==> config.mk <==
export PLATFORM = sky130hd
export DESIGN_NAME = shift_unit_pipelined
export DESIGN_NICKNAME = d
export VERILOG_FILES = /design/src/rtl/shift_pkg.sv /design/src/rtl/shift_stage.sv /design/src/rtl/shift_unit_pipelined.sv
export SDC_FILE = /design/constraint.sdc
export NUM_CORES = 1
export LEC_CHECK = 0
export CORE_MARGIN = 4
export CORE_UTILIZATION = 30
export CTS_CLUSTER_DIAMETER = 100
export CTS_CLUSTER_SIZE = 14
export DETAILED_ROUTE_END_ITERATION = 8
export SLEW_MARGIN = 20
export SYNTH_ARGS = -nofsm -noshare
export SYNTH_HDL_FRONTEND = slang
export SYNTH_SLANG_ARGS = --single-unit
==> constraint.sdc <==
create_clock -name clk -period 3.45 [get_ports clk]
set_input_delay 0.5175 -clock clk [delete_from_list [all_inputs] [get_ports clk]]
set_output_delay 0.5175 -clock clk [all_outputs]
set_load 0.02 [all_outputs]
==> src/rtl/shift_pkg.sv <==
// Shared types and helpers for the pipelined barrel shifter.
// Shift levels work on a 64-bit, MSB-aligned copy of the operand so one helper serves every width.
package shift_pkg;

    typedef enum logic [1:0] {
        SHIFT_SLL = 2'b00,
        SHIFT_SRL = 2'b01,
        SHIFT_SRA = 2'b10,
        SHIFT_ROR = 2'b11
    } shift_mode_t;

    localparam int MAX_N = 64;

    // Levels owned by group idx when total levels are split into stages groups of ceil(total/stages).
    function automatic int group_levels(input int total, input int stages, input int idx);
        int per;
        int rem;
        per = (total + stages - 32'sd1) / stages;
        rem = total - idx * per;
        if (rem <= 32'sd0) begin
            return 32'sd0;
        end else if (rem < per) begin
            return rem;
        end else begin
            return per;
        end
    endfunction

    // data is MSB-aligned; fill is LSB-aligned and its low 'amount' bits enter at the top on right shifts.
    function automatic logic [MAX_N-1:0] shift_level(
        input logic [MAX_N-1:0] data,
        input shift_mode_t      mode,
        input logic [MAX_N-1:0] fill,
        input int unsigned      amount
    );
        logic [MAX_N-1:0] res;
        case (mode)
            SHIFT_SLL: res = data << amount;
            default:   res = (data >> amount) | (fill << (MAX_N - amount));
        endcase
        return res;
    endfunction

endpackage

==> src/rtl/shift_stage.sv <==
// One pipeline group: a run of shift levels followed by its register bank.
// The bank holds its contents whenever the pipe is stalled.
module shift_stage
    import shift_pkg::*;
#(
    parameter int N           = 32,
    parameter int FIRST_LEVEL = 0,
    parameter int NUM_LEVELS  = 1
) (
    input  logic                 clk,
    input  logic                 rst,
    input  logic                 advance,
    input  logic                 src_valid,
    input  logic [N-1:0]         src_data,
    input  logic [$clog2(N)-1:0] src_shamt,
    input  shift_mode_t          src_mode,
    input  logic                 src_sign,
    output logic                 valid,
    output logic [N-1:0]         data,
    output logic [$clog2(N)-1:0] shamt,
    output shift_mode_t          mode,
    output logic                 sign
);

    logic [MAX_N-1:0] level [0:NUM_LEVELS];
    logic [MAX_N-1:0] sign_fill;

    assign sign_fill = src_sign ? MAX_N'({N{1'b1}}) : {MAX_N{1'b0}};
    assign level[0]  = MAX_N'(src_data) << (MAX_N - N);

    for (genvar g = 0; g < NUM_LEVELS; g++) begin : g_level
        logic [MAX_N-1:0] fill;

        // Rotation re-reads the current word; SRA uses the sign captured at the pipe input.
        always_comb begin
            case (src_mode)
                SHIFT_SRA: fill = sign_fill;
                SHIFT_ROR: fill = level[g] >> (MAX_N - N);
                default:   fill = {MAX_N{1'b0}};
            endcase
        end

        assign level[g+1] = src_shamt[FIRST_LEVEL+g]
                          ? shift_level(level[g], src_mode, fill, 32'd1 << (FIRST_LEVEL + g))
                          : level[g];
    end

    // Register bank; invalid beats still advance so the pipe never compresses bubbles.
    always_ff @(posedge clk or posedge rst) begin
        if (rst) begin
            valid <= 1'b0;
            data  <= {N{1'b0}};
            shamt <= {$clog2(N){1'b0}};
            mode  <= SHIFT_SLL;
            sign  <= 1'b0;
        end else if (advance) begin
            valid <= src_valid;
            data  <= level[NUM_LEVELS][MAX_N-1 -: N];
            shamt <= src_shamt;
            mode  <= src_mode;
            sign  <= src_sign;
        end else begin
            valid <= valid;
            data  <= data;
            shamt <= shamt;
            mode  <= mode;
            sign  <= sign;
        end
    end

endmodule

==> src/rtl/shift_unit_pipelined.sv <==
// Pipelined SLL/SRL/SRA/ROR barrel shifter with valid/ready handshake.
// The whole pipe advances together; only a stalled output holds it.
module shift_unit_pipelined
    import shift_pkg::*;
#(
    parameter int N      = 32,
    parameter int STAGES = 2
) (
    input  logic                 clk,
    input  logic                 rst,
    input  logic                 in_valid,
    output logic                 in_ready,
    input  logic [N-1:0]         in_data,
    input  logic [$clog2(N)-1:0] in_shamt,
    input  logic [1:0]           in_mode,
    output logic                 out_valid,
    input  logic                 out_ready,
    output logic [N-1:0]         out_data
);

    localparam int L     = $clog2(N);
    localparam int GROUP = (L + STAGES - 1) / STAGES;

    logic          pipe_valid [0:STAGES];
    logic [N-1:0]  pipe_data  [0:STAGES];
    logic [L-1:0]  pipe_shamt [0:STAGES];
    shift_mode_t   pipe_mode  [0:STAGES];
    logic          pipe_sign  [0:STAGES];
    logic          advance;

    assign pipe_valid[0] = in_valid;
    assign pipe_data[0]  = in_data;
    assign pipe_shamt[0] = in_shamt;
    assign pipe_mode[0]  = shift_mode_t'(in_mode);
    assign pipe_sign[0]  = in_data[N-1];

    assign advance   = !(pipe_valid[STAGES] && !out_ready);
    assign in_ready  = advance;
    assign out_valid = pipe_valid[STAGES];
    assign out_data  = pipe_data[STAGES];

    for (genvar s = 0; s < STAGES; s++) begin : g_stage
        shift_stage #(
            .N           (N),
            .FIRST_LEVEL (s * GROUP),
            .NUM_LEVELS  (group_levels(L, STAGES, s))
        ) u_stage (
            .clk       (clk),
            .rst       (rst),
            .advance   (advance),
            .src_valid (pipe_valid[s]),
            .src_data  (pipe_data[s]),
            .src_shamt (pipe_shamt[s]),
            .src_mode  (pipe_mode[s]),
            .src_sign  (pipe_sign[s]),
            .valid     (pipe_valid[s+1]),
            .data      (pipe_data[s+1]),
            .shamt     (pipe_shamt[s+1]),
            .mode      (pipe_mode[s+1]),
            .sign      (pipe_sign[s+1])
        );
    end

endmodule

==> flow_summary.html, run 1 <==
<table>
<tr><th>Metric</th><th>Value</th></tr>
<tr><th colspan="2">Status</th></tr>
<tr><td>Outcome</td><td>finished, final reports clean</td></tr>
<tr><th colspan="2">STA</th></tr>
<tr><td>Setup repair after global routing missed its margin</td><td>false</td></tr>
<tr><td>Worst Tran Pin Value</td><td>between 0.9 and 1 ns</td></tr>
<tr><td>Maximum clock frequency</td><td>~390 MHz</td></tr>
<tr><td>Setup Total Neg Slack</td><td>0 ns</td></tr>
<tr><td>Final max-slew violation count</td><td>0</td></tr>
<tr><td>Worst clock skew</td><td>0.01253 ns</td></tr>
<tr><td>Final hold viol count</td><td>0</td></tr>
<tr><td>Worst max-slew margin expressed relative to the limit</td><td>39.09%</td></tr>
<tr><td>Fin crit period</td><td>~2.5 ns</td></tr>
<tr><td>Setup violation total in the final timing report</td><td>0</td></tr>
<tr><td>Worst setup slack after layout</td><td>0.9042 ns</td></tr>
<tr><td>Period utilisation layout</td><td>about three quarters</td></tr>
<tr><th colspan="2">Yosys</th></tr>
<tr><td>Post-synthesis cell type with the largest combined area</td><td>dfrtp_1</td></tr>
<tr><td>Synth Area per Inst</td><td>about 7.4 µm²</td></tr>
<tr><td>Total standard cell area after synthesis</td><td>between 6000 and 7000 µm²</td></tr>
<tr><td>Sequential-to-total area share from yosys stat</td><td>26.31%</td></tr>
<tr><td>Fraction of synthesis flops using an asynchronous set or reset pin</td><td>between 90% and 100%</td></tr>
<tr><td>Post-synthesis mux area share</td><td>8.985%</td></tr>
<tr><td>Fraction of post-synthesis cell area in the top cell type by area</td><td>a little over a quarter</td></tr>
<tr><td>Post-synth EDFFs</td><td>0</td></tr>
<tr><td>Synth Area in Simple Gates</td><td>about a quarter</td></tr>
<tr><td>Number of storage elements in the synthesis netlist</td><td>roughly 70</td></tr>
<tr><td>Number of unique standard cell types used by synthesis</td><td>a little under 70</td></tr>
<tr><td>Warning count from the yosys run</td><td>0</td></tr>
<tr><td>XOR/XNOR share of the synthesized area</td><td>0%</td></tr>
<tr><td>Area contributors post-synth</td><td>dfrtp_1, nand2_1, mux2i_1</td></tr>
<tr><td>Commonest cells post-synth</td><td>nand2_1, nor2_1, dfrtp_1, a21oi_1, o21ai_0</td></tr>
<tr><td>Top-count cell post-synth</td><td>nand2_1</td></tr>
<tr><td>Synthesized-area fraction occupied by ao, oa, aoi and oai cells</td><td>34.11%</td></tr>
<tr><td>Adder and majority gate portion of the synthesized area</td><td>0%</td></tr>
<tr><td>Number of nets produced by synthesis</td><td>roughly 960</td></tr>
<tr><td>Main combinational cell family by area after synthesis</td><td>compound AO/OA/AOI/OAI gates</td></tr>
<tr><td>Leading register cell type out of synthesis</td><td>dfrtp_1</td></tr>
<tr><td>Synth Instances</td><td>roughly 920</td></tr>
<tr><th colspan="2">Final layout</th></tr>
<tr><td>Share of layout cells above drive strength 1</td><td>a little over 8%</td></tr>
<tr><td>Net count, final</td><td>~1000</td></tr>
<tr><td>Antenna cell count</td><td>0</td></tr>
<tr><td>Area added between synthesis and finish</td><td>17.97%</td></tr>
<tr><th colspan="2">Clock network</th></tr>
<tr><td>Hold buffer count at cts</td><td>0</td></tr>
<tr><td>Resized cells post-CTS</td><td>0</td></tr>
<tr><td>CTS Sinks</td><td>slightly above 70</td></tr>
<tr><td>Num CTS Buffers</td><td>9</td></tr>
<tr><td>Clock Path Buffers</td><td>2</td></tr>
<tr><td>Post-CTS Setup Inserts</td><td>0</td></tr>
<tr><td>Register clock-pin slew on the reported worst setup and hold paths</td><td>around 0.06 ns</td></tr>
<tr><td>Clock H-tree levels</td><td>3</td></tr>
<tr><td>Clock latency of the later-clocked register in the worst-skew pair</td><td>between 0.3 and 0.4 ns</td></tr>
<tr><td>Cell chosen for the clock root</td><td>clkbuf_16</td></tr>
<tr><td>Clock tree from TritonCTS</td><td>built</td></tr>
<tr><th colspan="2">GRT</th></tr>
<tr><td>Aggregate global routing overflow</td><td>0</td></tr>
<tr><td>Largest net degree at the start of global routing</td><td>89</td></tr>
<tr><td>Wire length of the first global-routing pass</td><td>about 42 mm</td></tr>
<tr><td>Total global-route track usage</td><td>21.54%</td></tr>
<tr><td>Initial antenna violation count</td><td>0</td></tr>
<tr><td>Vias in the first global route</td><td>a little under 7000</td></tr>
<tr><th colspan="2">Routing</th></tr>
<tr><td>Vias per Instance</td><td>approximately 6.2</td></tr>
<tr><td>Initial drt markers</td><td>851</td></tr>
<tr><td>Drt first pass iters</td><td>6</td></tr>
<tr><td>Routed wire length</td><td>about 27 mm</td></tr>
<tr><td>Remaining number of nets flagged by the antenna check after routing</td><td>0</td></tr>
<tr><td>Routed via count</td><td>7537</td></tr>
<tr><td>Average wire length per cell after detail routing</td><td>about 22 µm</td></tr>
<tr><td>Remaining routing DRC violations</td><td>0</td></tr>
<tr><th colspan="2">Floorplanning</th></tr>
<tr><td>Initial cell density of the core</td><td>30.76%</td></tr>
<tr><td>Chip height</td><td>roughly 160 µm</td></tr>
<tr><td>Number of primary I/O pins</td><td>77</td></tr>
<tr><td>Floorplan Core Area</td><td>approximately 22000 µm²</td></tr>
<tr><td>Number of cell rows</td><td>54</td></tr>
<tr><td>Die outline width</td><td>roughly 160 µm</td></tr>
<tr><td>Area of the die</td><td>about 25000 µm²</td></tr>
<tr><th colspan="2">Power</th></tr>
<tr><td>Leak</td><td>3.124 nW</td></tr>
<tr><td>Power per Cell Area</td><td>slightly below 500 nW/µm²</td></tr>
<tr><td>Worst supply voltage drop on vdd</td><td>0.2416 mV</td></tr>
<tr><th colspan="2">Placement</th></tr>
<tr><td>Post-Place Setup Slack</td><td>about 0.60 ns</td></tr>
<tr><td>Routability cong.</td><td>1.018</td></tr>
<tr><td>Estimated wirelength of the detail-placed design</td><td>~20 mm</td></tr>
<tr><td>PortBufs</td><td>76</td></tr>
<tr><th colspan="2">Run</th></tr>
<tr><td>Max-cap violation count</td><td>0</td></tr>
<tr><th colspan="2">Worst hold path</th></tr>
<tr><td>Path type of the worst min-delay path</td><td>reg -&gt; reg</td></tr>
<tr><th colspan="2">Critical path</th></tr>
<tr><td>CP Capture Type</td><td>register</td></tr>
<tr><td>Arrival time at the worst endpoint</td><td>between 2 and 3 ns</td></tr>
<tr><td>Largest fanout of any net on the critical path</td><td>between 70 and 80</td></tr>
<tr><td>Critical setup path kind</td><td>in -&gt; reg</td></tr>
<tr><td>Critical path data required time</td><td>approximately 3.7 ns</td></tr>
<tr><td>Sort of element at the start of the critical path</td><td>primary input</td></tr>
</table>
## area by class of cell
class                           instances  area (µm²)
Clock buffer                           12       256.5
Clock inverter                          3       42.54
Fill cell                            2303       13990
Inverter                                9       33.78
Multi-Input combinational cell        743        4498
Sequential cell                        71        1778
Tap cell                              280       350.3
Timing Repair Buffer                  105        1008
## routing by layer
| layer | vias to the layer above | part of all wire [%] | GRT usage, % |
|---|---|---|---|
| li1 | 3443 | - | - |
| met1 | 3548 | 44 | 31.55 |
| met2 | 470 | 42 | 31.11 |
| met3 | 76 | 10 | 4.456 |
| met4 | 0 | 4.1 | 7.920 |
| met5 | - | 0 | 0 |
## cell families (layout without fill, tap and decap cells)
| group | after synthesis | after routing |
|---|---|---|
| AOI/OAI and AO/OA | 335 | 335 |
| buffers and inverters | 101 | 129 |
| DFF | 71 | 71 |
| muxes | 57 | 57 |
| and+or+nand+nor | 351 | 351 |
## state kept, by name, indices dropped and copies added (netlist names)
register / cells
g_stage.u_stage.sign: 1
g_stage.u_stage.valid: 2
g_stage.u_stage.shamt: 2
g_stage.u_stage.data: 64
g_stage.u_stage.mode: 2
## power by group
| part | internal, mW | switching (mW) | total (mW) |
|---|---|---|---|
| combinational | 0.669 | 0.920 | 1.59 |
| sequential | 1.03 | 0.262 | 1.29 |
| clock | 0.594 | 0.351 | 0.945 |
| total | 2.29 | 1.53 | 3.83 |
## through the flow
stage / util [%] / total power [mW] / hold slack [ns] / cell area (µm²) / cells
2_1_floorplan: - / 2.198 / 0.4300 / 6754 / 915
3_3_place_gp: 34.92 / 2.863 / 0.4399 / 7669 / 1208
3_5_place_dp: 34.92 / 2.872 / 0.4430 / 7669 / 1208
4_1_cts: 36.28 / 3.830 / 0.4587 / 7968 / 1223
5_1_grt: 36.28 / 4.036 / 0.4900 / 7968 / 1223
6_report: 36.28 / 3.826 / 0.4575 / 7968 / 1223
## placed cells by master, fill, tap and decap left out, types with 6 or more instances in the layout
cell type        count
a211oi_1            12
a21o_1               7
a21oi_1             67
a221o_1              8
a221oi_1            14
a2bb2oi_1            7
a311o_1              7
a311oi_1            19
a31oi_1             36
and3_1               8
buf_4               27
clkbuf_16            9
clkdlybuf4s50_1     74
dfrtp_1             70
mux2_2               9
mux2i_1             46
nand2_1            146
nand2b_1            20
nand3_1             26
nor2_1             100
nor2b_1              7
nor3_1               9
o211ai_1            19
o21a_1               6
o21ai_0             67
o221ai_1             6
o22ai_1              7
or3b_2               6
## worst max-delay path, cell delays in order
cell,delay [ns]
clkdlybuf4s50_1,0.63
or2_2,0.42
buf_12,0.22
nand2_1,0.30
nor2_1,0.12
a22o_1,0.21
or3_1,0.31
## worst paths after layout
check                                         endpoint                  startpoint  slack (ns)  cells after the start
max                        g_stage[0].u_stage.data[21]                  in_mode[0]        0.90                      7
min                           g_stage[1].u_stage.valid    g_stage[0].u_stage.valid        0.46                      1
max reg2reg                g_stage[1].u_stage.data[27]  g_stage[0].u_stage.mode[1]        0.98                      6
min reg2reg                   g_stage[1].u_stage.valid    g_stage[0].u_stage.valid        0.46                      1
max in group asynchronous   g_stage[0].u_stage.data[8]                         rst        2.17                      3
min in group asynchronous  g_stage[1].u_stage.data[24]                         rst        0.61                      2
(Power assumes the default switching activity.)
==> run 2: changes to the inputs <==
Clock period 3.45 ns to 2.51 ns, I/O delays scaled along.
==> run 2 against run 1 <==
Effect of this change: routed wire length fell by 4.8%; clock-buffer cell count fell by 2; critical path depth did not move; sequential share of layout area fell by 1.0 points; clock skew barely moved.
==> flow_summary.html, run 2 (synthesis gave the netlist of run 1 again) <==
<table>
<tr><th>Metric</th><th>Value</th></tr>
<tr><th colspan="2">Status</th></tr>
<tr><td>Outcome</td><td>finished, final reports clean</td></tr>
<tr><th colspan="2">STA</th></tr>
<tr><td>Final max-slew violation count</td><td>0</td></tr>
<tr><td>Worst Tran Pin Value</td><td>between 0.8 and 0.9 ns</td></tr>
<tr><td>Maximum clock frequency</td><td>between 400 and 500 MHz</td></tr>
<tr><td>Worst max-slew margin expressed relative to the limit</td><td>about two fifths</td></tr>
<tr><td>Setup repair after global routing missed its margin</td><td>false</td></tr>
<tr><td>Worst clock skew</td><td>0.01207 ns</td></tr>
<tr><td>Setup violation total in the final timing report</td><td>0</td></tr>
<tr><td>Worst setup slack after layout</td><td>about 0.31 ns</td></tr>
<tr><td>Final hold viol count</td><td>0</td></tr>
<tr><td>Hold slack</td><td>roughly 0.45 ns</td></tr>
<tr><td>Setup Total Neg Slack</td><td>0 ns</td></tr>
<tr><td>Fin crit period</td><td>between 2 and 2.5 ns</td></tr>
<tr><td>Period utilisation layout</td><td>a little under 90%</td></tr>
<tr><th colspan="2">Clock network</th></tr>
<tr><td>Clock Path Buffers</td><td>2</td></tr>
<tr><td>CTS Sinks</td><td>between 70 and 80</td></tr>
<tr><td>Hold buffer count at cts</td><td>0</td></tr>
<tr><td>Post-CTS Setup Inserts</td><td>0</td></tr>
<tr><td>Cell chosen for the clock root</td><td>clkbuf_16</td></tr>
<tr><td>Clock latency of the later-clocked register in the worst-skew pair</td><td>roughly 0.34 ns</td></tr>
<tr><td>Clock tree from TritonCTS</td><td>built</td></tr>
<tr><td>Num CTS Buffers</td><td>9</td></tr>
<tr><td>Register clock-pin slew on the reported worst setup and hold paths</td><td>around 0.070 ns</td></tr>
<tr><td>Clock H-tree levels</td><td>3</td></tr>
<tr><td>Resized cells post-CTS</td><td>0</td></tr>
<tr><th colspan="2">Critical path</th></tr>
<tr><td>Number of buffers and inverters on the critical path</td><td>2</td></tr>
<tr><td>Critical path data required time</td><td>roughly 2.7 ns</td></tr>
<tr><td>Sort of element at the start of the critical path</td><td>primary input</td></tr>
<tr><td>Stages on the worst setup path</td><td>7</td></tr>
<tr><td>Delay of the slowest cell on the worst path</td><td>between 0.5 and 0.6 ns</td></tr>
<tr><td>Arrival time at the worst endpoint</td><td>2.40 ns</td></tr>
<tr><td>Slowest stage cell on the critical path</td><td>clkdlybuf4s50_1</td></tr>
<tr><td>Crit-path cells</td><td>clkdlybuf4s50_1, buf_4, o21ai_0, nand3_1, o2111a_1, nor4_1, nor4_2</td></tr>
<tr><td>Cells on worst reg2reg path</td><td>6</td></tr>
<tr><td>CP Capture Type</td><td>register</td></tr>
<tr><td>Top Family by Delay on Critical Path</td><td>buffers and inverters</td></tr>
<tr><td>Critical setup path kind</td><td>in -&gt; reg</td></tr>
<tr><td>Largest fanout of any net on the critical path</td><td>14</td></tr>
<tr><th colspan="2">Routing</th></tr>
<tr><td>Routed wire length</td><td>26.09 mm</td></tr>
<tr><td>Average wire length per cell after detail routing</td><td>just over 20 µm</td></tr>
<tr><td>Remaining routing DRC violations</td><td>0</td></tr>
<tr><td>Drt first pass iters</td><td>5</td></tr>
<tr><td>Initial drt markers</td><td>a little under 1000</td></tr>
<tr><td>Routed via count</td><td>roughly 7600</td></tr>
<tr><td>Remaining number of nets flagged by the antenna check after routing</td><td>0</td></tr>
<tr><td>Vias per Instance</td><td>5.985</td></tr>
<tr><th colspan="2">GRT</th></tr>
<tr><td>Aggregate global routing overflow</td><td>0</td></tr>
<tr><td>Wire length of the first global-routing pass</td><td>between 40 and 50 mm</td></tr>
<tr><td>Initial antenna violation count</td><td>0</td></tr>
<tr><td>Largest net degree at the start of global routing</td><td>a little over 70</td></tr>
<tr><td>Vias in the first global route</td><td>approximately 7000</td></tr>
<tr><td>Total global-route track usage</td><td>between 20% and 30%</td></tr>
<tr><th colspan="2">Power</th></tr>
<tr><td>Power per Cell Area</td><td>approximately 630 nW/µm²</td></tr>
<tr><td>Worst supply voltage drop on vdd</td><td>0.3744 mV</td></tr>
<tr><td>Tot Pwr</td><td>5.271 mW</td></tr>
<tr><td>Leak</td><td>3.363 nW</td></tr>
<tr><th colspan="2">Final layout</th></tr>
<tr><td>Max reg flops</td><td>64</td></tr>
<tr><td>Net count, final</td><td>a little over 1000</td></tr>
<tr><td>Most common library cell in the layout ignoring fill and taps</td><td>nand2_1</td></tr>
<tr><td>Share of layout cells above drive strength 1</td><td>12.34%</td></tr>
<tr><td>Util after Layout</td><td>38.07%</td></tr>
<tr><td>Final cell count without fillers</td><td>approximately 1300</td></tr>
<tr><td>Top register by number of flip-flops</td><td>g_stage.u_stage.data</td></tr>
<tr><td>Area added between synthesis and finish</td><td>23.77%</td></tr>
<tr><td>Final instance area</td><td>8359 µm²</td></tr>
<tr><td>Antenna cell count</td><td>0</td></tr>
<tr><td>Commonest non-fill, non-tap cells in the layout</td><td>nand2_1, nor2_1, clkdlybuf4s50_1</td></tr>
<tr><th colspan="2">Floorplanning</th></tr>
<tr><td>Initial cell density of the core</td><td>between 30 and 40%</td></tr>
<tr><td>Number of cell rows</td><td>54</td></tr>
<tr><td>Number of primary I/O pins</td><td>77</td></tr>
<tr><td>Die outline width</td><td>158.0 µm</td></tr>
<tr><td>Floorplan Core Area</td><td>approximately 22000 µm²</td></tr>
<tr><td>Chip height</td><td>approximately 160 µm</td></tr>
<tr><td>Area of the die</td><td>approximately 25000 µm²</td></tr>
<tr><th colspan="2">Placement</th></tr>
<tr><td>Estimated wirelength of the detail-placed design</td><td>19.52 mm</td></tr>
<tr><td>Area of placed instances</td><td>between 8000 and 9000 µm²</td></tr>
<tr><td>Post-Place Setup Slack</td><td>-0.02694 ns</td></tr>
<tr><td>Number of placed instances, taps included</td><td>1253</td></tr>
<tr><td>Routability cong.</td><td>0.9647</td></tr>
<tr><td>PortBufs</td><td>between 70 and 80</td></tr>
<tr><th colspan="2">Worst hold path</th></tr>
<tr><td>Path type of the worst min-delay path</td><td>in -&gt; async</td></tr>
<tr><th colspan="2">Run</th></tr>
<tr><td>Max-cap violation count</td><td>0</td></tr>
</table>
[run 2: cell types whose count changed in the layout (fill, tap and decap cells not counted), sizes merged]
cell,before,now
clkinv,2,5
clkbuf,12,10
buf,31,76
[run 2: path summary, 6_finish.rpt]
path                                            startpoint  slack [ns]                           to
worst max-delay path                            in_mode[0]        0.31  g_stage[0].u_stage.data[31]
worst max register to register  g_stage[0].u_stage.mode[0]        0.33   g_stage[1].u_stage.data[6]
min in group clk                  g_stage[0].u_stage.valid        0.46     g_stage[1].u_stage.valid
worst min register to register    g_stage[0].u_stage.valid        0.46     g_stage[1].u_stage.valid
worst min-delay path                                   rst        0.45   g_stage[0].u_stage.mode[1]
max in group asynchronous                              rst        1.74   g_stage[1].u_stage.data[4]
[run 2: tightest hold or removal path, stage by stage]
cell and delay [ns]:
clkdlybuf4s50_1 0.41, inv_2 0.07, buf_12 0.33
[run 2: power breakdown]
group | switching (mW) | internal (mW) | total, mW
clock network | 0.492 | 0.765 | 1.26
registers | 0.322 | 1.42 | 1.74
logic | 1.29 | 0.988 | 2.28
[run 2: cell type report]
class	count	area (µm²)
Inverter	9	33.78
Multi-Input combinational cell	743	4498
Clock buffer	10	229.0
Timing Repair Buffer	150	1409
Tap cell	280	350.3
Clock inverter	6	61.31
Fill cell	2313	13600
Sequential cell	71	1778
[run 2: layer usage]
layer / up-vias / global-route usage, % / wire (µm)
li1: 3544 / - / -
met1: 3585 / 31.30 / 12160
met2: 416 / 30.10 / 10980
met3: 50 / 2.980 / 2200
met4: 0 / 6.539 / 756
met5: - / 0 / 0
